**config.mk**
```make
export PLATFORM = sky130hd
export DESIGN_NAME = me_fetch_ctrl_flat
export DESIGN_NICKNAME = d
export VERILOG_FILES = /design/src/rtl/me_fetch_ctrl_if.sv /design/src/rtl/me_fetch_ctrl.sv /design/src/flat_wrapper.sv
export SDC_FILE = /design/constraint.sdc
export NUM_CORES = 1
export LEC_CHECK = 0
export BUFFER_PORTS_ARGS = -buffer_cell sky130_fd_sc_hd__buf_2
export CAP_MARGIN = 20
export CORE_UTILIZATION = 55
export DETAILED_ROUTE_END_ITERATION = 8
export PLACE_DENSITY = 0.81
export SLEW_MARGIN = 30
export SYNTH_ARGS = -nofsm -noshare
export SYNTH_HDL_FRONTEND = slang
export SYNTH_SLANG_ARGS = --single-unit
```
**constraint.sdc**
```tcl
create_clock -name clk -period 1.93 [get_ports clk]
set_clock_uncertainty 0.05 [all_clocks]
set_input_delay 0.193 -clock clk [delete_from_list [all_inputs] [get_ports clk]]
set_output_delay 0.193 -clock clk [all_outputs]
set_load 0.005 [all_outputs]
```
**src/rtl/me_fetch_ctrl_if.sv**
```systemverilog
// Handshake and status bundle between the ME fetch controller and the cur buffer / ref SRAM side.
// The controller takes the master modport; widths must match the controller's parameters.
interface me_fetch_ctrl_if #(
  parameter int SLOT_W = 1,
  parameter int BEAT_W = 6,
  parameter int BLK_W  = 2
);
  logic              start;
  logic              cur_valid;
  logic              ref_valid;
  logic              need_cur;
  logic              need_ref;
  logic              cur_wr_en;
  logic [SLOT_W-1:0] cur_wr_slot;
  logic [BEAT_W-1:0] cur_wr_beat;
  logic [SLOT_W-1:0] cur_rd_slot;
  logic              cur_next_block;
  logic              ref_next_line;
  logic [BLK_W-1:0]  block_idx;
  logic              busy;
  logic              done;

  modport master (
    input  start, cur_valid, ref_valid,
    output need_cur, need_ref, cur_wr_en, cur_wr_slot, cur_wr_beat, cur_rd_slot,
           cur_next_block, ref_next_line, block_idx, busy, done
  );

  modport slave (
    output start, cur_valid, ref_valid,
    input  need_cur, need_ref, cur_wr_en, cur_wr_slot, cur_wr_beat, cur_rd_slot,
           cur_next_block, ref_next_line, block_idx, busy, done
  );
endinterface

```
**src/rtl/me_fetch_ctrl.sv**
```systemverilog
// Fetch/schedule controller for the ME datapath: prefetches cur blocks into a slot ring
// and streams the ref search window line by line for each block.
module me_fetch_ctrl #(
  parameter int BLK_SIZE   = 16,
  parameter int SR         = 8,
  parameter int CUR_PIX    = 4,
  parameter int REF_PIX    = 8,
  parameter int PREFETCH   = 2,
  parameter int NUM_BLOCKS = 4
) (
  input  logic           clk,
  input  logic           rst,
  me_fetch_ctrl_if.master bus
);
  localparam int WIN       = BLK_SIZE + 2 * SR;
  localparam int CUR_BEATS = BLK_SIZE * BLK_SIZE / CUR_PIX;
  localparam int REF_BEATS = WIN / REF_PIX;
  localparam int BOOT_N    = (PREFETCH < NUM_BLOCKS) ? PREFETCH : NUM_BLOCKS;
  localparam int SLOT_W    = (PREFETCH > 1) ? $clog2(PREFETCH) : 1;
  localparam int BEAT_W    = (CUR_BEATS > 1) ? $clog2(CUR_BEATS) : 1;
  localparam int RBEAT_W   = (REF_BEATS > 1) ? $clog2(REF_BEATS) : 1;
  localparam int LINE_W    = (WIN > 1) ? $clog2(WIN) : 1;
  localparam int BLK_W     = (NUM_BLOCKS > 1) ? $clog2(NUM_BLOCKS) : 1;
  localparam int FILL_W    = $clog2(PREFETCH + 1);
  localparam int ISS_W     = $clog2(NUM_BLOCKS + 1);

  localparam logic [FILL_W-1:0]  FILL_MAX   = FILL_W'(PREFETCH);
  localparam logic [FILL_W-1:0]  BOOT_FILL  = FILL_W'(BOOT_N);
  localparam logic [ISS_W-1:0]   ISS_MAX    = ISS_W'(NUM_BLOCKS);
  localparam logic [SLOT_W-1:0]  SLOT_LAST  = SLOT_W'(PREFETCH - 1);
  localparam logic [BEAT_W-1:0]  BEAT_LAST  = BEAT_W'(CUR_BEATS - 1);
  localparam logic [RBEAT_W-1:0] RBEAT_LAST = RBEAT_W'(REF_BEATS - 1);
  localparam logic [LINE_W-1:0]  LINE_LAST  = LINE_W'(WIN - 1);
  localparam logic [BLK_W-1:0]   BLK_LAST   = BLK_W'(NUM_BLOCKS - 1);

  typedef enum logic [2:0] {IDLE, BOOT, SEARCH, WAIT_CUR, DONE} state_t;

  state_t              state_reg, state_next;
  logic [FILL_W-1:0]   filled_reg, filled_next;
  logic [ISS_W-1:0]    issued_reg;
  logic [BEAT_W-1:0]   wr_beat_reg;
  logic [SLOT_W-1:0]   wr_slot_reg;
  logic [SLOT_W-1:0]   rd_slot_reg;
  logic [RBEAT_W-1:0]  ref_beat_reg;
  logic [LINE_W-1:0]   ref_line_reg;
  logic [BLK_W-1:0]    block_idx_reg;
  logic                blk_end_reg;
  logic                line_end_reg;

  logic busy, start_go, need_cur, need_ref, cur_acc, ref_acc;
  logic slot_done, line_done, blk_last, blk_is_last;

  function automatic logic [SLOT_W-1:0] slot_adv(input logic [SLOT_W-1:0] s);
    return (s == SLOT_LAST) ? '0 : s + 1'b1;
  endfunction

  assign busy        = (state_reg == BOOT) || (state_reg == SEARCH) || (state_reg == WAIT_CUR);
  assign start_go    = bus.start && ((state_reg == IDLE) || (state_reg == DONE));
  assign need_cur    = busy && (filled_reg < FILL_MAX) && (issued_reg < ISS_MAX);
  // The block-end cycle is a deliberate bubble: the next block's ref lines start after it.
  assign need_ref    = (state_reg == SEARCH) && !blk_end_reg;
  assign cur_acc     = need_cur && bus.cur_valid;
  assign ref_acc     = need_ref && bus.ref_valid;
  assign slot_done   = cur_acc && (wr_beat_reg == BEAT_LAST);
  assign line_done   = ref_acc && (ref_beat_reg == RBEAT_LAST);
  assign blk_last    = line_done && (ref_line_reg == LINE_LAST);
  assign blk_is_last = (block_idx_reg == BLK_LAST);

  // A slot completing on the block-end cycle cancels the release of the searched slot.
  always_comb begin
    filled_next = filled_reg;
    if (slot_done && !blk_end_reg) begin
      filled_next = filled_reg + 1'b1;
    end else if (!slot_done && blk_end_reg) begin
      filled_next = filled_reg - 1'b1;
    end
  end

  always_comb begin
    state_next = state_reg;
    unique case (state_reg)
      IDLE, DONE: if (bus.start) state_next = BOOT;
      BOOT:       if (filled_reg == BOOT_FILL) state_next = SEARCH;
      SEARCH: begin
        if (blk_end_reg) begin
          if (blk_is_last)              state_next = DONE;
          else if (filled_next != '0)   state_next = SEARCH;
          else                          state_next = WAIT_CUR;
        end
      end
      WAIT_CUR:   if (filled_reg != '0) state_next = SEARCH;
      default:    state_next = IDLE;
    endcase
  end

  always_ff @(posedge clk) begin
    if (rst) state_reg <= IDLE;
    else     state_reg <= state_next;
  end

  always_ff @(posedge clk) begin
    if (rst || start_go) begin
      filled_reg    <= '0;
      issued_reg    <= '0;
      wr_beat_reg   <= '0;
      wr_slot_reg   <= '0;
      rd_slot_reg   <= '0;
      ref_beat_reg  <= '0;
      ref_line_reg  <= '0;
      block_idx_reg <= '0;
      blk_end_reg   <= 1'b0;
      line_end_reg  <= 1'b0;
    end else begin
      filled_reg   <= filled_next;
      blk_end_reg  <= blk_last;
      line_end_reg <= line_done;
      if (cur_acc) begin
        if (slot_done) begin
          wr_beat_reg <= '0;
          wr_slot_reg <= slot_adv(wr_slot_reg);
          issued_reg  <= issued_reg + 1'b1;
        end else begin
          wr_beat_reg <= wr_beat_reg + 1'b1;
        end
      end
      if (ref_acc) begin
        if (line_done) begin
          ref_beat_reg <= '0;
          ref_line_reg <= blk_last ? '0 : ref_line_reg + 1'b1;
        end else begin
          ref_beat_reg <= ref_beat_reg + 1'b1;
        end
      end
      if (blk_end_reg) begin
        rd_slot_reg <= slot_adv(rd_slot_reg);
        if (!blk_is_last) block_idx_reg <= block_idx_reg + 1'b1;
      end
    end
  end

  assign bus.need_cur       = need_cur;
  assign bus.need_ref       = need_ref;
  assign bus.cur_wr_en      = cur_acc;
  assign bus.cur_wr_slot    = wr_slot_reg;
  assign bus.cur_wr_beat    = wr_beat_reg;
  assign bus.cur_rd_slot    = rd_slot_reg;
  assign bus.cur_next_block = blk_end_reg;
  assign bus.ref_next_line  = line_end_reg;
  assign bus.block_idx      = block_idx_reg;
  assign bus.busy           = busy;
  assign bus.done           = (state_reg == DONE);
endmodule

```
**src/flat_wrapper.sv**
```systemverilog
// flat-port wrapper written by rule: the top's interface ports become plain ports
module me_fetch_ctrl_flat 
#(
  parameter int BLK_SIZE   = 16,
  parameter int SR         = 8,
  parameter int CUR_PIX    = 4,
  parameter int REF_PIX    = 8,
  parameter int PREFETCH   = 2,
  parameter int NUM_BLOCKS = 4
)
  (clk, rst, bus_start, bus_cur_valid, bus_ref_valid, bus_need_cur, bus_need_ref, bus_cur_wr_en, bus_cur_wr_slot, bus_cur_wr_beat, bus_cur_rd_slot, bus_cur_next_block, bus_ref_next_line, bus_block_idx, bus_busy, bus_done);
  me_fetch_ctrl_if #(.SLOT_W(1), .BEAT_W(6), .BLK_W(2)) bus_i ();
  input  logic clk;
  input  logic rst;
  input wire logic [$bits(bus_i.start)-1:0] bus_start;
  input wire logic [$bits(bus_i.cur_valid)-1:0] bus_cur_valid;
  input wire logic [$bits(bus_i.ref_valid)-1:0] bus_ref_valid;
  output wire logic [$bits(bus_i.need_cur)-1:0] bus_need_cur;
  output wire logic [$bits(bus_i.need_ref)-1:0] bus_need_ref;
  output wire logic [$bits(bus_i.cur_wr_en)-1:0] bus_cur_wr_en;
  output wire logic [$bits(bus_i.cur_wr_slot)-1:0] bus_cur_wr_slot;
  output wire logic [$bits(bus_i.cur_wr_beat)-1:0] bus_cur_wr_beat;
  output wire logic [$bits(bus_i.cur_rd_slot)-1:0] bus_cur_rd_slot;
  output wire logic [$bits(bus_i.cur_next_block)-1:0] bus_cur_next_block;
  output wire logic [$bits(bus_i.ref_next_line)-1:0] bus_ref_next_line;
  output wire logic [$bits(bus_i.block_idx)-1:0] bus_block_idx;
  output wire logic [$bits(bus_i.busy)-1:0] bus_busy;
  output wire logic [$bits(bus_i.done)-1:0] bus_done;
  assign bus_i.start = bus_start;
  assign bus_i.cur_valid = bus_cur_valid;
  assign bus_i.ref_valid = bus_ref_valid;
  assign bus_need_cur = bus_i.need_cur;
  assign bus_need_ref = bus_i.need_ref;
  assign bus_cur_wr_en = bus_i.cur_wr_en;
  assign bus_cur_wr_slot = bus_i.cur_wr_slot;
  assign bus_cur_wr_beat = bus_i.cur_wr_beat;
  assign bus_cur_rd_slot = bus_i.cur_rd_slot;
  assign bus_cur_next_block = bus_i.cur_next_block;
  assign bus_ref_next_line = bus_i.ref_next_line;
  assign bus_block_idx = bus_i.block_idx;
  assign bus_busy = bus_i.busy;
  assign bus_done = bus_i.done;
  me_fetch_ctrl #(.BLK_SIZE(BLK_SIZE), .SR(SR), .CUR_PIX(CUR_PIX), .REF_PIX(REF_PIX), .PREFETCH(PREFETCH), .NUM_BLOCKS(NUM_BLOCKS)) u_core (.clk(clk), .rst(rst), .bus(bus_i));
endmodule
```
* Word-level counts from Yosys, hierarchy flattened *
Index checks and enable logic that the tools add are counted.

storage, ports and cells
  output and inout port bits = 17
  ROM bits = 0
  RAM bits = 0
  memories = 0
  bits in latches = 0
  register bits after elaboration = 27
  logic and storage cells = 75
  input bits = 5

cells by class
  $add $sub $neg = 9
  shift-type cells = 0
  $mul = 0
  mux-type cells = 14
  equal/unequal tests = 13
  divide/modulo/power cells = 0
  magnitude comparators = 2
  reduce and logical (&&, ||, !) cells = 25
  bitwise operators = 1

operators by type and width
  kind                                                count
  two-way mux 3 bit                                   5
  case mux 3 bit (4 select lines)                     1
  logical AND 1 bit                                   11
  adder 2 x 1 -> 2 bit (second input constant)        3
  adder 6 x 1 -> 6 bit (second input constant)        1
  == test 2 bit (second input constant)               3
  == test 3 x 2 -> 1 bit (second input constant)      2
  == test 6 bit (second input constant)               1
  two-way mux 2 bit                                   3
  two-way mux 6 bit                                   1
  != test 2 bit (second input constant)               3
  AND reduction 2 bit                                 3
  adder 5 x 1 -> 5 bit (second input constant)        1
  == test 5 bit (second input constant)               1
  two-way mux 5 bit                                   1
  logical OR 1 bit                                    4
  AND reduction 4 bit                                 1
  nonzero test 2 bit                                  2
  adder 3 x 1 -> 3 bit (second input constant)        1
  == test 3 x 1 -> 1 bit (second input constant)      1
  == test 3 bit (second input constant)               1
  zero test 3 bit                                     1
  less-than comparator 3 bit (second input constant)  1
  two-way mux 1 bit                                   3
  7 further kinds                                     9

* Logic depth before layout (Yosys ltp) *
  word-level depth = 16
  gate-level depth with buffers = 7
  mapped depth without buffers = 7

* Least setup slack after synthesis *
Ideal clock, no wire load.

  path kind = register -> register
  from = reg u_core.blk_end_reg (netlist: u_core.bus.cur_next_block)
  to = reg u_core.ref_line_reg[3]
  setup time = 0.070 ns
  path slack = 0.159 ns
  stages on the path, launching flop included = 7
  clock period less this slack = 1.771 ns
  required time = 1.810 ns
  arrival time = 1.651 ns
  path buffers = 2
  cells stage by stage = dfxtp_1 -> buf_6 -> nor4b_4 -> nand3_2 -> buf_6 -> or4_1 -> a21oi_1

between the ends
  longest elaborated chain between the ends = 6
  elaborated cells between the ends (all ways) = 7
  those cells by class = mux (1); reduce/logical (6)

ends and longest elaborated chain
  element                   line                  RTL
  start: declaration        me_fetch_ctrl.sv:47   logic blk_end_reg;
  start signal: assignment  me_fetch_ctrl.sv:115  blk_end_reg <= blk_last;
  zero test 1 bit (*)       me_fetch_ctrl.sv:61   assign need_ref = (state_reg == SEARCH) && !blk_end_reg;
  logical AND 1 bit (*)     me_fetch_ctrl.sv:61
  net bus_need_ref          flat_wrapper.sv:19    output wire logic [$bits(bus_i.need_ref)-1:0] bus_need_ref;
  logical AND 1 bit (*)     me_fetch_ctrl.sv:63   assign ref_acc = need_ref && bus.ref_valid;
  logical AND 1 bit         me_fetch_ctrl.sv:65   assign line_done = ref_acc && (ref_beat_reg == RBEAT_LAST);
  logical AND 1 bit         me_fetch_ctrl.sv:66   assign blk_last = line_done && (ref_line_reg == LINE_LAST);
  two-way mux 5 bit         me_fetch_ctrl.sv:129  ref_line_reg <= blk_last ? '0 : ref_line_reg + 1'b1;
  end signal: assignment    me_fetch_ctrl.sv:129
  end: declaration          me_fetch_ctrl.sv:45   logic [LINE_W-1:0] ref_line_reg;

The timed path passes the listed nets; every way through them passes the cells marked *.
A chain may end at the register's enable or synchronous reset.

* Worst setup path in the final report *
  from = reg u_core.blk_end_reg (netlist: u_core.bus.cur_next_block)
  to = reg u_core.state_reg[0]

between the ends
  longest elaborated chain between the ends = 8
  elaborated cells between the ends (all ways) = 12
  those cells by class = eq/ne (1); mux (6); reduce/logical (5)

ends and longest elaborated chain
  element                                                 line                                      RTL
  logical AND 1 bit or zero test 1 bit (tied branches)    me_fetch_ctrl.sv:74, me_fetch_ctrl.sv:72
  two-way mux 2 bit or logical AND 1 bit (tied branches)  me_fetch_ctrl.sv:74, me_fetch_ctrl.sv:72
  two-way mux 2 bit                                       me_fetch_ctrl.sv:72                       if (slot_done && !blk_end_reg) begin
  nonzero test 2 bit                                      me_fetch_ctrl.sv:87                       else if (filled_next != '0) state_next = SEARCH;
  two-way mux 1 bit                                       me_fetch_ctrl.sv:87
  two-way mux 3 bit                                       me_fetch_ctrl.sv:86                       if (blk_is_last) state_next = DONE;
  two-way mux 3 bit                                       me_fetch_ctrl.sv:85                       if (blk_end_reg) begin
  case mux 3 bit (4 select lines)                         me_fetch_ctrl.sv:81                       unique case (state_reg)
  end signal: assignment                                  me_fetch_ctrl.sv:98                       else state_reg <= state_next;
  end: declaration                                        me_fetch_ctrl.sv:38                       state_t state_reg, state_next;

Several ways; a longest one is shown, not always the timed one. The select of a mux whose other input is x is not followed.

==> flow_summary.toml <==
[yosys]
synth_edf_count = 0
syn_inst = 158
yosys_warnings = 0
synth.cell_area_um2 = 1370
yosysUniqueCellTypes = 40
synth.largest_area_cell = "dfxtp_1"
syn_area_per_cell_um2 = 8.69
synth_nets = 171
synth_area_leaders = "dfxtp_1, nor2_1, ha_1"
synth-async-reset-ratio = 0
synth_top_area_frac = 0.394
ys_seq_elements = 27
ys_seq_area_frac = 0.394
yosys_most_used_dff = "dfxtp_1"

[cts]
clk_path_buf_depth = 2
h-tree-depth = 1
clock_latency_ns = 0.33
path_clk_slew_ns = 0.14
numClockSinks = 27
numCtsBuffers = 3
hold_buffers = 0
post-cts-setup-buffers = 0
clockRootBuffer = "clkbuf_4"
cts_resized = 0
cts_tree = "yes"

[cells_and_area]
final_cells = 218
fin_area_um2 = 1600
n_antenna_cell = 0
num-fill-cells = 189
final_nets = 204
layout-drive-gt1-share = 0.232
syn_to_final_growth_pct = 16.7
largest_reg_flops = 6

[flow_run]
cap_violations = 0

[power]
pwr-share-comb = 0.226
p_seq_frac = 0.547
swShare = 0.287
p_sw_mw = 0.307
peakVddDrop_v = 0.000527
p_total_mw = 1.07
clkPwrFrac = 0.227
p_leak_nw = 0.678
p_int_mw = 0.765
pwr_density_cell_nw_per_um2 = 669

[sta]
fin_crit_sh = 0.994
finalHoldViolCount = 0
max_clock_freq_ghz = 0.521
setup_violations = 0
finalMaxSlewViolations = 0
fin_crit_ns = 1.92
layout_setup_ws_ns = 0.0110
worstMarginPinSlew_ns = 0.426
timing.hold.ws_ns = 0.0250
slew_headroom = 0.716

[setup_path]
start_kind = "register"
path_max_fanout = 9
crit_path_end_kind = "register"
crit_required_ns = 2.13
criticalPathCategory = "reg -> reg"
arrival_ns = 2.12

[die]
die_area_um2 = 2700
ios = 22
core-area_um2 = 2280
die_w_um = 52.0
initial_core_util = 0.603
die_h_um = 52.0
rows = 17

[route]
post_drt_wl_per_cell_um = 13.3
num_vias = 1206
drcViolationCount = 0
via_per_inst = 5.53
drtIter0Drc = 27
postRouteAntennaNets = 0
wl_met1_um = 1300
drt_first_pass_iters = 4
dr_wl_met3_um = 91
wl_met2_um = 1480
wl_um = 2910
dr.max_layer_used = "met4"

[place]
placed_cells = 211
place_congestion = 0.813
dp_slack_ns = 0.111
port_buffers = 21
dpl_cell_area_um2 = 1550
dpl.hpwl_um = 2170

[grt]
grt_pass1_wl_um = 4770
gr-total-overflow = 0
antenna_found_initial = 0
grt_max_degree = 15
grt_pass1_vias = 1147
grt_usage = 0.242

[min_path]
worst_hold_path_type = "in -> reg"

[status]
outcome = "finished clean"
## cells in the final DEF (no fill, tap or decap), types with 2 or more instances in the layout
master and count:
a31oi_1 2, ha_1 8, and2_1 3, xor2_1 2
nor2_1 27, nand3b_1 3, nand2_1 7, nand4_1 2
inv_1 5, nand3_1 2, clkbuf_4 3, nor3b_1 4
a21oi_1 15, xnor2_1 8, dfxtp_1 27, o21ai_0 6
nor3_1 6, buf_4 15, mux2i_1 3, nor2b_1 2
buf_2 21
## layout make-up
class	count	area, µm²	area share
Sequential cell	27	541	0.337
Multi-Input combinational cell	118	763	0.477
Timing Repair Buffer	36	218	0.136
Clock buffer	4	26.3	0.0164
Tap cell	28	35.0	0.0219
Inverter	5	18.8	0.0117
## synthesized netlist by cell type, types with 2 or more instances
| cell type | n |
|---|---|
| and2_1 | 3 |
| nand3_1 | 2 |
| nor2_1 | 27 |
| mux2i_1 | 3 |
| ha_1 | 8 |
| a21oi_1 | 15 |
| clkbuf_1 | 4 |
| nand3b_1 | 3 |
| dfxtp_1 | 27 |
| o21ai_0 | 6 |
| xnor2_1 | 8 |
| nor2b_1 | 2 |
| nand4_1 | 2 |
| xor2_1 | 2 |
| a31oi_1 | 2 |
| nor3_1 | 6 |
| nor3b_1 | 4 |
| inv_1 | 5 |
| buf_6 | 2 |
| nand2_1 | 7 |
## critical path, stage by stage, from the launching register on
cell	delay, ns
dfxtp_1	0.61
nor2b_1	0.24
nand3b_1	0.15
o41ai_1	0.32
o21ai_0	0.19
a311oi_1	0.29
## kinds of logic (layout without fill, tap and decap cells)
family	count (synthesis)	after routing	synth area share
AOI/OAI and AO/OA	29	29	0.121
xor gates and xnor gates	10	10	0.0638
adders and majority gates	8	8	0.0729
buffers and inverters	13	45	0.0501
DFF	27	27	0.394
muxes	3	3	0.0219
and+or+nand+nor	68	68	0.276
## worst paths after layout
check                                  from                      to  slack [ns]  depth (start not counted)
hold reg to reg      u_core.ref_beat_reg[1]  u_core.ref_beat_reg[1]        0.43                          2
setup / recovery  u_core.bus.cur_next_block     u_core.state_reg[0]        0.01                          5
hold / removal                          rst     u_core.state_reg[0]        0.02                          2
setup reg to reg  u_core.bus.cur_next_block     u_core.state_reg[0]        0.01                          5
## metal layers
layer,up-vias,global-route usage
met5,-,0
met4,0,0.104
met3,5,0.0439
met2,20,0.432
met1,570,0.279
li1,611,-
## metrics by stage
stage	utilization	setup TNS, ns
2_1_floorplan	-	0
3_3_place_gp	0.682	0
3_5_place_dp	0.682	0
4_1_cts	0.694	0
5_1_grt	0.704	-0.0960
6_report	0.704	0
## power groups by stage
stage	clock network, mW	registers, mW	logic [mW]
floorplan	0	0.591	0.149
global placement	0	0.597	0.234
detailed placement	0	0.599	0.240
CTS	0.246	0.587	0.241
global route	0.274	0.589	0.265
finish	0.244	0.586	0.242
Power figures use the tool's default switching activity.
